[config.mk]
export PLATFORM = sky130hd
export DESIGN_NAME = alu_share_arbiter
export DESIGN_NICKNAME = d
export VERILOG_FILES = /design/src/rtl/alu_share_arbiter.sv
export SDC_FILE = /design/constraint.sdc
export NUM_CORES = 1
export LEC_CHECK = 0
export ABC_AREA = 1
export BUFFER_PORTS_ARGS = -buffer_cell sky130_fd_sc_hd__buf_4
export CORE_ASPECT_RATIO = 0.75
export CORE_MARGIN = 4
export CORE_UTILIZATION = 35
export CTS_CLUSTER_DIAMETER = 50
export DETAILED_ROUTE_END_ITERATION = 6
export GPL_TIMING_DRIVEN = 0
export PLACE_DENSITY = 0.68
export SYNTH_ARGS = -nofsm -noshare
export SYNTH_HDL_FRONTEND = slang
export SYNTH_SLANG_ARGS = --single-unit
[constraint.sdc]
create_clock -name clk -period 2 [get_ports clk]
set_input_delay 0.6 -clock clk [delete_from_list [all_inputs] [get_ports clk]]
set_output_delay 0.6 -clock clk [all_outputs]
set_load 0.005 [all_outputs]
[src/rtl/alu_share_arbiter.sv]
// Round-robin arbiter that shares one combinational MIPS ALU among NREQ requesters.
// Operands are latched at grant, the ALU is driven for one cycle, and result/zero are returned registered.
module alu_share_arbiter #(
  parameter int NREQ    = 2,
  parameter int OPSEL_W = 9
) (
  input  logic                      clk,
  input  logic                      rst,
  input  logic [NREQ-1:0]           req_valid,
  output logic [NREQ-1:0]           req_ready,
  input  logic [32*NREQ-1:0]        req_opA,
  input  logic [32*NREQ-1:0]        req_opB,
  input  logic [OPSEL_W*NREQ-1:0]   req_opSel,
  output logic [NREQ-1:0]           resp_valid,
  input  logic [NREQ-1:0]           resp_ready,
  output logic [31:0]               resp_result,
  output logic                      resp_zero,
  output logic                      resp_err,
  output logic [31:0]               alu_opA,
  output logic [31:0]               alu_opB,
  output logic [OPSEL_W-1:0]        alu_opSel,
  input  logic [31:0]               alu_result,
  input  logic                      alu_zero
);

  localparam int IW = $clog2(NREQ);

  typedef enum logic [1:0] {
    IDLE = 2'd0,
    EXEC = 2'd1,
    RESP = 2'd2
  } state_t;

  // Op codes with no ALU function, or a divide by zero, yield an undefined result.
  function automatic logic op_undefined(input logic [3:0] op, input logic [31:0] b);
    op_undefined = (op == 4'b1110) || (op == 4'b1111) ||
                   ((op == 4'b0101) && (b == 32'h0000_0000));
  endfunction

  // Returns {found, index} of the first valid requester after 'last', wrapping.
  function automatic logic [IW:0] pick_grant(input logic [NREQ-1:0] valid,
                                             input logic [IW-1:0]   last);
    logic          found;
    logic [IW-1:0] idx;
    logic [IW-1:0] cand;
    found = 1'b0;
    idx   = last;
    for (int k = 1; k <= NREQ; k++) begin
      cand = IW'((int'(last) + k) % NREQ);
      if (!found && valid[cand]) begin
        found = 1'b1;
        idx   = cand;
      end else begin
        found = found;
      end
    end
    pick_grant = {found, idx};
  endfunction

  state_t               state_r;
  state_t               state_s;
  logic [IW-1:0]        last_grant_r;
  logic [IW-1:0]        gidx_r;
  logic [IW-1:0]        grant_s;
  logic                 found_s;
  logic                 handshake_s;
  logic [31:0]          opa_r;
  logic [31:0]          opb_r;
  logic [OPSEL_W-1:0]   opsel_r;
  logic                 err_r;
  logic [31:0]          result_r;
  logic                 zero_r;
  logic [31:0]          sel_a_s;
  logic [31:0]          sel_b_s;
  logic [OPSEL_W-1:0]   sel_op_s;

  assign {found_s, grant_s} = pick_grant(req_valid, last_grant_r);
  assign handshake_s        = (state_r == IDLE) && found_s;

  // Operand mux for the requester currently chosen by the search.
  always_comb begin
    sel_a_s  = 32'h0000_0000;
    sel_b_s  = 32'h0000_0000;
    sel_op_s = {OPSEL_W{1'b0}};
    for (int i = 0; i < NREQ; i++) begin
      sel_a_s  = sel_a_s  | (req_opA[32*i +: 32]           & {32{grant_s == IW'(i)}});
      sel_b_s  = sel_b_s  | (req_opB[32*i +: 32]           & {32{grant_s == IW'(i)}});
      sel_op_s = sel_op_s | (req_opSel[OPSEL_W*i +: OPSEL_W] & {OPSEL_W{grant_s == IW'(i)}});
    end
  end

  // Next-state logic.
  always_comb begin
    state_s = state_r;
    case (state_r)
      IDLE: begin
        if (found_s) begin
          state_s = EXEC;
        end else begin
          state_s = IDLE;
        end
      end
      EXEC: state_s = RESP;
      RESP: begin
        if (resp_ready[gidx_r]) begin
          state_s = IDLE;
        end else begin
          state_s = RESP;
        end
      end
      default: state_s = IDLE;
    endcase
  end

  // Handshake strobes; both are suppressed while reset is asserted.
  always_comb begin
    req_ready  = {NREQ{1'b0}};
    resp_valid = {NREQ{1'b0}};
    if (handshake_s && !rst) begin
      req_ready[grant_s] = 1'b1;
    end else begin
      req_ready = {NREQ{1'b0}};
    end
    if ((state_r == RESP) && !rst) begin
      resp_valid[gidx_r] = 1'b1;
    end else begin
      resp_valid = {NREQ{1'b0}};
    end
  end

  // State register, grant capture and operand latches.
  always_ff @(posedge clk) begin
    if (rst) begin
      state_r      <= IDLE;
      last_grant_r <= IW'(NREQ - 1);
      gidx_r       <= {IW{1'b0}};
      opa_r        <= 32'h0000_0000;
      opb_r        <= 32'h0000_0000;
      opsel_r      <= {OPSEL_W{1'b0}};
      err_r        <= 1'b0;
    end else begin
      state_r <= state_s;
      if (handshake_s) begin
        last_grant_r <= grant_s;
        gidx_r       <= grant_s;
        opa_r        <= sel_a_s;
        opb_r        <= sel_b_s;
        opsel_r      <= sel_op_s;
        err_r        <= op_undefined(sel_op_s[3:0], sel_b_s);
      end
    end
  end

  // Result capture at the end of EXEC; undefined ops discard the ALU output.
  always_ff @(posedge clk) begin
    if (rst) begin
      result_r <= 32'h0000_0000;
      zero_r   <= 1'b0;
    end else if (state_r == EXEC) begin
      result_r <= err_r ? 32'h0000_0000 : alu_result;
      zero_r   <= err_r ? 1'b1 : alu_zero;
    end
  end

  assign alu_opA     = opa_r;
  assign alu_opB     = opb_r;
  assign alu_opSel   = opsel_r;
  assign resp_result = result_r;
  assign resp_zero   = zero_r;
  assign resp_err    = err_r;

endmodule

==> flow_summary.json <==
{
  "ys_seq_elements": 111,
  "tns_ns": 0,
  "r2r_setup_slack_ns": 0.28,
  "gp_congestion": 0.823,
  "worstMarginPinSlew_ns": 0.503,
  "antenna_found_initial": 0,
  "hold_viol_final": 0,
  "die_h_um": 111,
  "maxSlewViolCount": 0,
  "die_area_mm2": 0.0162,
  "port_buffers": 294,
  "syn_inst": 719,
  "clk_pin_slew_worst_paths_ns": 0.07,
  "cts_tree": "built",
  "fin_crit_sh": 0.997,
  "register_area_mm2": 0.00222,
  "drive_gt1_frac": 0.350,
  "synth_cell_types": 23,
  "drtIter0Drc": 266,
  "insertion_delay_ns": 0.34,
  "first_global_vias": 5429,
  "drt_pass1_iterations": 5,
  "n_fill_cell": 1388,
  "start_kind": "primary input",
  "synth_warnings": 0,
  "synth-edff-count": 0,
  "finalSetupViolCount": 0,
  "synth_seq_area_share": 0.447,
  "fin_ws_ns": 0.00632,
  "final_cells": 1217,
  "outcome": "finished, final reports clean",
  "syn_area_per_cell_um2": 6.92,
  "ys_async_sr_fraction": 0,
  "ir_drop_mv": 0.482,
  "pre_cts_slack_ns": -0.566,
  "finClkSkew_ns": 0.00910,
  "grt_overflow": 0,
  "critical_path_class": "primary input to primary output",
  "cts_buffers": 9,
  "max_freq_mhz": 502,
  "postRouteAntennaNets": 0,
  "fin_util": 0.568,
  "grt_max_degree": 19,
  "fin_nets": 1222,
  "antennaDiodeCount": 0,
  "drv_cap": 0,
  "cts.sink_count": 111,
  "synthDominantCellAreaShare": 0.447,
  "multi_input_area_mm2": 0.00224,
  "floorplan.initialDensity": 0.359,
  "mappedNetlistArea_mm2": 0.00498,
  "critical_path_peak_fanout": 4,
  "viasPerCell": 4.64,
  "crit_path_cell_trace": "buf_8 > nor2_4 > nor3_4 > inv_2 > nor2_4 > inv_4 > nor2_4 > buf_6",
  "synth_ff_type": "dfxtp_1",
  "leakage_nw": 4.16,
  "synth_most_common_cell": "nand2_1",
  "fp.dieW_um": 146,
  "cts_buffer_depth": 2,
  "wl_per_cell_um": 14.8,
  "rsz0062_at_grt": "true",
  "drt_wl_total_um": 18000,
  "max_stage_delay_ns": 0.19,
  "worstPathArrival_ns": 1.39,
  "vias": 5649,
  "dp_hpwl_um": 14100,
  "holdCritPathClass": "flip-flop to flip-flop",
  "synthTopCellsByCount": "243 x nand2_1, 111 x dfxtp_1, 88 x inv_1",
  "cts_root_buffer": "clkbuf_16",
  "p_per_area_mw_per_mm2": 771,
  "rows": 37,
  "grt_util_all_layers": 0.215,
  "yosysTopAreaCell": "dfxtp_1",
  "num_io_pins": 296,
  "slew_headroom": 0.665,
  "crit_top_cell": "nor2_4",
  "coreArea_mm2": 0.0138,
  "syn2layout_area_growth_pct": 58.1,
  "grt_pass1_wl_um": 28500,
  "setup.worst_path.end_class": "primary output",
  "synth_area_leaders": "dfxtp_1 45%, nand2_1 18%, nand3_1 8.0%, inv_1 6.6%, o211ai_1 5.3%",
  "crit_required_ns": 1.40,
  "period_needed_ns": 1.99,
  "drcViolationCount": 0,
  "h-tree-depth": 3,
  "syn_nets": 904,
  "cpMaxStageDelayCell": "nor3_4",
  "dp_cells": 1188
}
[final timing paths]
| check | startpoint | endpoint | cells past startpoint |
|---|---|---|---|
| min | alu_opSel[1]$_SDFFE_PP0P_ | alu_opSel[1]$_SDFFE_PP0P_ | 2 |
| max reg2reg | state_r[0]$_SDFF_PP0_ | gidx_r$_SDFFE_PP0P_ | 6 |
| min reg2reg | alu_opSel[1]$_SDFFE_PP0P_ | alu_opSel[1]$_SDFFE_PP0P_ | 2 |
| max | req_valid[0] | req_ready[0] | 8 |
[layout by cell type (no fill, tap or decap), types with 3 or more instances in the layout]
| master | netlist | layout |
|---|---|---|
| buf_4 | 1 | 306 |
| nand2_1 | 243 | 242 |
| dfxtp_1 | 111 | 109 |
| inv_1 | 88 | 84 |
| nand3_1 | 80 | 80 |
| a21oi_1 | 36 | 36 |
| o211ai_1 | 35 | 35 |
| o21ai_0 | 29 | 29 |
| nor2_1 | 20 | 18 |
| buf_2 | 18 | 17 |
| clkbuf_1 | 20 | 16 |
| a22o_1 | 11 | 11 |
| clkbuf_16 | 0 | 9 |
| nand3b_1 | 6 | 6 |
| buf_1 | 6 | 6 |
| nand2_2 | 4 | 4 |
| buf_6 | 2 | 4 |
| inv_2 | 1 | 3 |
| clkbuf_2 | 0 | 3 |
| nor2_4 | 0 | 3 |
[sequential cells by signal (all words and copies together), names as in the netlist]
signal        cells
alu_opA          32
alu_opB          32
alu_opSel         9
gidx_r            1
last_grant_r      1
resp_err          1
resp_result      32
resp_zero         1
state_r           2
[what timing repair did]
item / 4_1_cts / 5_1_grt
setup endpoints to repair: 3 / 2
setup buffers: 9 / 6
hold buffers: 0 / 0
pin swaps: 4 / 4
gates resized for setup: 20 / 6
[layer usage]
layer  wire length [um]  share of wire  up-vias  GRT usage
met2               8330           0.46      209      0.349
met4                191          0.011        0     0.0436
li1                   -              -     2935          -
met3               1550          0.086       12     0.0781
met1               7950           0.44     2493      0.275
met5                  0              0        -          0
[power by group]
group	total (W)	leakage (nW)	switching, W	internal, W
Combinational	0.00175	3.11	0.000886	0.000868
Sequential	0.00260	0.915	0.000139	0.00246
Clock	0.00172	0.139	0.000832	0.000886
Total	0.00607	4.16	0.00186	0.00421
[logic make-up after synthesis]
| family | count (synthesis) | share of synthesized area |
|---|---|---|
| buf+inv | 136 | 0.111 |
| simple gates | 358 | 0.300 |
| compound gates | 114 | 0.142 |
| flops | 111 | 0.447 |
[critical path: cells and delay by family]
| kind | cells | cell delay, ns |
|---|---|---|
| and+or+nand+nor | 4 | 0.48 |
| buffers and inverters | 4 | 0.30 |
[area by class of cell]
type	instances	area share
clock buffer	10	0.0304
buffer	45	0.0270
sequential	111	0.283
inverter	89	0.0433
multi-input combinational	472	0.285
timing repair buffer	309	0.298
clock inverter	6	0.00557
tap	175	0.0278
[metrics by stage]
step | hold slack, ns | total power [W] | area, um2
detailed placement | 0.446 | 0.00434 | 7400
floorplan | 0.452 | 0.00341 | 4980
finish | 0.460 | 0.00607 | 7870
CTS | 0.455 | 0.00610 | 7810
global route | 0.471 | 0.00643 | 7870
global placement | 0.442 | 0.00432 | 7400
Note: power is estimated with default switching activity, not from simulation.
